$ cat src/rtl/ixu_decode_if.sv
// ixu_decode_if: bundle-in / decoded-bundle-out handshake bus of the IXU decode stage
interface ixu_decode_if #(
  parameter int NUM_SLOTS = 2,
  parameter int XLEN = 32
);
  logic flush;
  logic in_valid;
  logic in_ready;
  logic [32*NUM_SLOTS-1:0] in_inst;
  logic [NUM_SLOTS-1:0] in_slot_en;
  logic out_valid;
  logic out_ready;
  logic [NUM_SLOTS-1:0] out_slot_en;
  logic [5*NUM_SLOTS-1:0] out_op;
  logic [NUM_SLOTS-1:0] out_is_imm;
  logic [5*NUM_SLOTS-1:0] out_rd;
  logic [5*NUM_SLOTS-1:0] out_rs1;
  logic [5*NUM_SLOTS-1:0] out_rs2;
  logic [XLEN*NUM_SLOTS-1:0] out_imm;
  logic [NUM_SLOTS-1:0] out_illegal;
  modport slave (
    input flush, in_valid, in_inst, in_slot_en, out_ready,
    output in_ready, out_valid, out_slot_en, out_op, out_is_imm, out_rd, out_rs1, out_rs2, out_imm, out_illegal
  );
  modport master (
    output flush, in_valid, in_inst, in_slot_en, out_ready,
    input in_ready, out_valid, out_slot_en, out_op, out_is_imm, out_rd, out_rs1, out_rs2, out_imm, out_illegal
  );
endinterface

$ cat src/rtl/ixu_decode_stage.sv
// ixu_decode_stage: registered parallel RV32I ALU decode of a NUM_SLOTS bundle with valid/ready, flush and illegal counting
// Ports: clk, rst_n (sync active-low), bus (ixu_decode_if.slave: flush, in_* bundle side, out_* decoded side),
//        illegal_cnt (saturating count of accepted, enabled, illegal slots)
module ixu_decode_stage #(
  parameter int NUM_SLOTS = 2,
  parameter int XLEN = 32,
  parameter int CNT_W = 16
) (
  input logic clk,
  input logic rst_n,
  ixu_decode_if.slave bus,
  output logic [CNT_W-1:0] illegal_cnt
);
  localparam logic [4:0] POISON = 5'h1F;
  typedef struct packed {
    logic [4:0] op;
    logic is_imm;
    logic [XLEN-1:0] imm;
    logic ill;
  } dec_t;
  function automatic logic [4:0] base_op(input logic [2:0] f3);
    case (f3)
      3'd0: return 5'd0;
      3'd1: return 5'd5;
      3'd2: return 5'd8;
      3'd3: return 5'd9;
      3'd4: return 5'd2;
      3'd5: return 5'd6;
      3'd6: return 5'd3;
      default: return 5'd4;
    endcase
  endfunction
  // SUB and SRA sit one above ADD and SRL, so funct7 bit 5 selects the alternate op
  function automatic dec_t decode(input logic [31:0] i);
    dec_t d;
    logic [2:0] f3;
    logic [6:0] f7;
    logic sh;
    f3 = i[14:12];
    f7 = i[31:25];
    sh = f3 == 3'd1 || f3 == 3'd5;
    d.is_imm = i[6:0] == 7'h13;
    d.ill = i[6:0] == 7'h33 ? !(f7 == 7'h00 || (f7 == 7'h20 && (f3 == 3'd0 || f3 == 3'd5))) :
            d.is_imm ? sh && !(f7 == 7'h00 || (f7 == 7'h20 && f3 == 3'd5)) : 1'b1;
    d.op = d.ill ? POISON : base_op(f3) + 5'(f7[5] && (!d.is_imm || sh));
    d.imm = !d.is_imm || d.ill ? '0 : sh ? XLEN'(i[24:20]) : {{(XLEN-12){i[31]}}, i[31:20]};
    d.is_imm = d.is_imm && !d.ill;
    return d;
  endfunction
  dec_t dec [NUM_SLOTS];
  logic accept;
  logic [5*NUM_SLOTS-1:0] d_op, d_rd, d_rs1, d_rs2;
  logic [NUM_SLOTS-1:0] d_is_imm, d_ill;
  logic [XLEN*NUM_SLOTS-1:0] d_imm;
  logic [3:0] n_ill;
  logic [CNT_W+3:0] cnt_sum;
  logic [CNT_W-1:0] cnt_next;
  for (genvar g = 0; g < NUM_SLOTS; g++) begin : g_dec
    assign dec[g] = decode(bus.in_inst[32*g +: 32]);
  end
  assign bus.in_ready = !bus.flush && (!bus.out_valid || bus.out_ready);
  assign accept = bus.in_valid && bus.in_ready;
  always_comb begin
    d_op = '0;
    d_rd = '0;
    d_rs1 = '0;
    d_rs2 = '0;
    d_is_imm = '0;
    d_ill = '0;
    d_imm = '0;
    n_ill = '0;
    for (int s = 0; s < NUM_SLOTS; s++) begin
      d_op[5*s +: 5] = bus.in_slot_en[s] ? dec[s].op : POISON;
      d_is_imm[s] = bus.in_slot_en[s] && dec[s].is_imm;
      d_ill[s] = bus.in_slot_en[s] && dec[s].ill;
      d_imm[XLEN*s +: XLEN] = bus.in_slot_en[s] ? dec[s].imm : '0;
      d_rd[5*s +: 5] = bus.in_slot_en[s] ? bus.in_inst[32*s+7 +: 5] : '0;
      d_rs1[5*s +: 5] = bus.in_slot_en[s] ? bus.in_inst[32*s+15 +: 5] : '0;
      d_rs2[5*s +: 5] = bus.in_slot_en[s] ? bus.in_inst[32*s+20 +: 5] : '0;
      n_ill = n_ill + 4'(d_ill[s]);
    end
  end
  assign cnt_sum = (CNT_W+4)'(illegal_cnt) + (CNT_W+4)'(n_ill);
  assign cnt_next = cnt_sum > (CNT_W+4)'({CNT_W{1'b1}}) ? '1 : cnt_sum[CNT_W-1:0];
  always_ff @(posedge clk) begin
    if (!rst_n) begin
      bus.out_valid <= 1'b0;
      bus.out_slot_en <= '0;
      bus.out_op <= '0;
      bus.out_is_imm <= '0;
      bus.out_rd <= '0;
      bus.out_rs1 <= '0;
      bus.out_rs2 <= '0;
      bus.out_imm <= '0;
      bus.out_illegal <= '0;
      illegal_cnt <= '0;
    end else if (bus.flush) begin
      bus.out_valid <= 1'b0;
    end else if (accept) begin
      bus.out_valid <= 1'b1;
      bus.out_slot_en <= bus.in_slot_en;
      bus.out_op <= d_op;
      bus.out_is_imm <= d_is_imm;
      bus.out_rd <= d_rd;
      bus.out_rs1 <= d_rs1;
      bus.out_rs2 <= d_rs2;
      bus.out_imm <= d_imm;
      bus.out_illegal <= d_ill;
      illegal_cnt <= cnt_next;
    end else if (bus.out_ready) begin
      bus.out_valid <= 1'b0;
    end
  end
endmodule

$ cat src/flat_wrapper.sv
// flat-port wrapper written by rule: the top's interface ports become plain ports
module ixu_decode_stage_flat 
#(
  parameter int NUM_SLOTS = 2,
  parameter int XLEN = 32,
  parameter int CNT_W = 16
)
  (clk, rst_n, illegal_cnt, bus_flush, bus_in_valid, bus_in_inst, bus_in_slot_en, bus_out_ready, bus_in_ready, bus_out_valid, bus_out_slot_en, bus_out_op, bus_out_is_imm, bus_out_rd, bus_out_rs1, bus_out_rs2, bus_out_imm, bus_out_illegal);
  ixu_decode_if #(.NUM_SLOTS(NUM_SLOTS), .XLEN(XLEN)) bus_i ();
  input logic clk;
  input logic rst_n;
  output logic [CNT_W-1:0] illegal_cnt;
  input wire logic [$bits(bus_i.flush)-1:0] bus_flush;
  input wire logic [$bits(bus_i.in_valid)-1:0] bus_in_valid;
  input wire logic [$bits(bus_i.in_inst)-1:0] bus_in_inst;
  input wire logic [$bits(bus_i.in_slot_en)-1:0] bus_in_slot_en;
  input wire logic [$bits(bus_i.out_ready)-1:0] bus_out_ready;
  output wire logic [$bits(bus_i.in_ready)-1:0] bus_in_ready;
  output wire logic [$bits(bus_i.out_valid)-1:0] bus_out_valid;
  output wire logic [$bits(bus_i.out_slot_en)-1:0] bus_out_slot_en;
  output wire logic [$bits(bus_i.out_op)-1:0] bus_out_op;
  output wire logic [$bits(bus_i.out_is_imm)-1:0] bus_out_is_imm;
  output wire logic [$bits(bus_i.out_rd)-1:0] bus_out_rd;
  output wire logic [$bits(bus_i.out_rs1)-1:0] bus_out_rs1;
  output wire logic [$bits(bus_i.out_rs2)-1:0] bus_out_rs2;
  output wire logic [$bits(bus_i.out_imm)-1:0] bus_out_imm;
  output wire logic [$bits(bus_i.out_illegal)-1:0] bus_out_illegal;
  assign bus_i.flush = bus_flush;
  assign bus_i.in_valid = bus_in_valid;
  assign bus_i.in_inst = bus_in_inst;
  assign bus_i.in_slot_en = bus_in_slot_en;
  assign bus_i.out_ready = bus_out_ready;
  assign bus_in_ready = bus_i.in_ready;
  assign bus_out_valid = bus_i.out_valid;
  assign bus_out_slot_en = bus_i.out_slot_en;
  assign bus_out_op = bus_i.out_op;
  assign bus_out_is_imm = bus_i.out_is_imm;
  assign bus_out_rd = bus_i.out_rd;
  assign bus_out_rs1 = bus_i.out_rs1;
  assign bus_out_rs2 = bus_i.out_rs2;
  assign bus_out_imm = bus_i.out_imm;
  assign bus_out_illegal = bus_i.out_illegal;
  ixu_decode_stage #(.NUM_SLOTS(NUM_SLOTS), .XLEN(XLEN), .CNT_W(CNT_W)) u_core (.clk(clk), .rst_n(rst_n), .bus(bus_i), .illegal_cnt(illegal_cnt));
endmodule
$ cat config.mk
export PLATFORM = sky130hd
export DESIGN_NAME = ixu_decode_stage_flat
export DESIGN_NICKNAME = d
export VERILOG_FILES = /design/src/rtl/ixu_decode_if.sv /design/src/rtl/ixu_decode_stage.sv /design/src/flat_wrapper.sv
export SDC_FILE = /design/constraint.sdc
export NUM_CORES = 1
export LEC_CHECK = 0
export BUFFER_PORTS_ARGS = -buffer_cell sky130_fd_sc_hd__clkbuf_2
export CAP_MARGIN = 0
export CORE_MARGIN = 2
export CORE_UTILIZATION = 46
export CTS_BUF_LIST = sky130_fd_sc_hd__clkbuf_4 sky130_fd_sc_hd__clkbuf_8 sky130_fd_sc_hd__clkbuf_16
export DETAILED_ROUTE_END_ITERATION = 8
export GPL_TIMING_DRIVEN = 1
export PLACE_DENSITY_LB_ADDON = 0.15
export SLEW_MARGIN = 15
export SYNTH_ARGS = -nofsm -noshare
export SYNTH_HDL_FRONTEND = slang
export SYNTH_SLANG_ARGS = --single-unit
$ cat constraint.sdc
create_clock -name clk -period 4.7 [get_ports clk]
set_input_delay 0.705 -clock clk [delete_from_list [all_inputs] [get_ports clk]]
set_output_delay 0.705 -clock clk [all_outputs]
set_load 0.03 [all_outputs]
==> reports/results.ini <==
[routing]
routedWlPerCell_um = 15.1
initialDrtViolationCount = 146
drtAntennaViolNets = 0
vias_per_cell = 5.45
routed_wirelength_um = 11000
firstDrtPassIters = 4
vias = 3985
drc_errors = 0

[yosys]
synthTopCellsByArea = dfxtp_1 (42%), buf_4 (7.3%), a21oi_1 (5.7%), nand2_1 (5.7%), nand3_1 (5.2%)
syn-num-nets = 555
synth_top_area_cell = dfxtp_1
ys.flop_type = dfxtp_1
yosysUniqueCellTypes = 54
synth_warnings = 0
yosysTopAreaCellShare = 0.423
ys_ff_latch = 87
syn_area_per_cell_um2 = 8.65
synth_edf_count = 0
ys_seq_area_frac = 0.423
synth_cells = 476
ys_async_sr_fraction = 0
netlist_area_mm2 = 0.00412

[cts]
clk_latency_ns = 0.36
post_cts.repair.setup_buffers = 0
cts_sinks = 87
cts_tree = built
clkTransAtPathRegs_ns = 0.09
h-tree-depth = 3
cts.repair.resized = 0
cts_made_buffers = 9
holdBufCountCts = 0
clockBufferDepth = 2
clockRootBuffer = clkbuf_8

[critical_path]
crit_start = bus_in_inst[29]
worstPathArrival_ns = 4.06
crit_path_end_kind = flop
rrSetupSlack_ns = 2.60
ff2ff_path_depth = 6
r2r-start = u_core.illegal_cnt[0]
crit_fanout = 11
r2r-end = u_core.illegal_cnt[7]
crit_path_start_kind = input port
critPathKind = input port to flop
worstPathRequired_ns = 4.98

[power_and_ir_drop]
ir_drop_uv = 211
p_leak_nw = 2.32
power_w = 0.00154
power.density_mw_per_mm2 = 303

[sta]
rsz0062_at_grt = false
relSlewSlack = 0.445
setup_viol = 0
hold_viol = 0
period_needed_ns = 3.78
finalSetupTns_ns = 0
period_share = 0.805
clock_skew_ns = 0.0105
drv_slew = 0
worstMarginPinSlew_ns = 0.830
worst_slack_ns = 0.917
fmax_ghz = 0.264

[worst_hold_path]
hold_start = u_core.bus.out_rs2[7]
hold_class = flop to flop
hold_end = u_core.bus.out_rs2[7]
hold_depth = 2

[global_route]
grt_pass1_vias = 3484
grt_first_pass_wirelength_um = 17100
grt_max_degree = 49
grtUsageTotal = 0.215
grt_remaining_overflow = 0
antenna_found_initial = 0

[flow_run]
drv_cap = 0

[floorplanning]
io_pins = 199
dieArea_mm2 = 0.00972
start_util = 0.472
core_mm2 = 0.00872
die_w_um = 98.6
rows = 34
dieHeight_um = 98.6

[finish]
fin_cells = 731
utilization = 0.582
synthToLayoutAreaGrowth_pct = 23.3
fin_nets = 697
antenna_cells = 0
drive_above_1_share = 0.377

[placement]
numPortBuffers = 198
dpl.cell_count = 715
gp_congestion = 0.827
dp_slack_ns = 0.605
dp_hpwl_um = 8290

[run_status]
status = complete, no violations

[worst max-delay path: stages]
cell and delay (ns):
clkbuf_2 0.09, or4_4 0.53, o32a_2 0.36, nor2_1 0.26
a21boi_0 0.19, ha_1 0.31, ha_1 0.17, fa_1 0.21
nand2_1 0.11, nor3_2 0.30, nand4_1 0.49, o22ai_1 0.32
[cell families after synthesis]
logic type / after synthesis / synth area share
buffers and inverters: 80 / 0.113
AOI/OAI and AO/OA: 124 / 0.202
adders and majority gates: 8 / 0.0261
and+or+nand+nor: 171 / 0.224
xor gates and xnor gates: 6 / 0.0128
DFF: 87 / 0.423
[report_power, final]
part | internal [W] | switching [W] | total, W | leakage, nW
logic | 0.0000616 | 0.000123 | 0.000185 | 1.50
clock network | 0.000305 | 0.000282 | 0.000587 | 0.110
registers | 0.000754 | 0.00000965 | 0.000763 | 0.706
total | 0.00112 | 0.000415 | 0.00154 | 2.32
[registers in the layout, indices dropped and copies added, names as in the netlist]
register / flops
u_core.bus.out_illegal: 2
u_core.bus.out_imm: 24
u_core.bus.out_is_imm: 2
u_core.bus.out_op: 10
u_core.bus.out_rd: 10
u_core.bus.out_rs1: 10
u_core.bus.out_rs2: 10
u_core.bus.out_slot_en: 2
u_core.bus.out_valid: 1
u_core.illegal_cnt: 16
[per-layer routing]
metal	global-route usage	wire length [µm]
met5	0	0
met3	0.0482	636
met1	0.269	4640
met4	0.0537	167
met2	0.376	5610
[cell usage in the layout, fill, tap and decap left out, drive strengths merged, types with 3 or more instances in the layout]
| master | instances |
|---|---|
| nor4b | 4 |
| nor3 | 7 |
| and3 | 4 |
| a21oi | 48 |
| nand2 | 62 |
| ha | 7 |
| clkbuf | 207 |
| a22o | 15 |
| a211oi | 3 |
| nand4 | 4 |
| nand3 | 43 |
| dfxtp | 87 |
| or4 | 5 |
| a21boi | 4 |
| inv | 13 |
| and4 | 6 |
| a31oi | 9 |
| nor4 | 5 |
| o31ai | 9 |
| and2 | 4 |
| nand2b | 5 |
| xnor2 | 4 |
| nor2b | 6 |
| o21ai | 22 |
| nor2 | 8 |
[per-stage QoR]
step	cell area [µm²]	hold slack, ns
2_1_floorplan	4120	0.580
3_3_place_gp	4840	0.435
3_5_place_dp	4840	0.442
4_1_cts	5060	0.455
5_1_grt	5070	0.472
6_report	5070	0.453
[synthesized netlist by cell type (3+ instances only)]
master / count
buf_4: 40
xnor2_1: 4
ha_1: 7
a31oi_1: 9
nand3_1: 43
or4_1: 3
clkbuf_1: 21
and3_1: 4
and4_1: 6
nand4_1: 3
dfxtp_1: 87
nor4b_1: 4
a21oi_1: 47
and2_1: 4
buf_2: 5
a21boi_0: 4
nor3_1: 5
o31ai_1: 9
o21ai_2: 6
o21ai_0: 16
inv_1: 11
nor4_1: 5
nor2b_1: 6
a211oi_1: 3
nand2b_1: 5
a22o_1: 14
nand2_1: 62
nor2_1: 8
[final cells by class]
class | instances | area (µm²)
fillers | 839 | 3650
multi-input cells | 309 | 1920
flip-flops and latches | 87 | 1740
repair buffers | 200 | 1010
well taps | 108 | 135
clock buffers | 9 | 124
clock inverters | 7 | 103
inverters | 11 | 41.3
[worst max path at each step]
stage                             to  cells past startpoint
2_1_floorplan  u_core.illegal_cnt[0]                     12
3_3_place_gp   u_core.illegal_cnt[7]                     12
3_5_place_dp   u_core.illegal_cnt[7]                     12
4_1_cts        u_core.illegal_cnt[7]                     12
5_1_grt        u_core.illegal_cnt[7]                     12
6_report       u_core.illegal_cnt[7]                     12
Power figures use the tool's default switching activity.
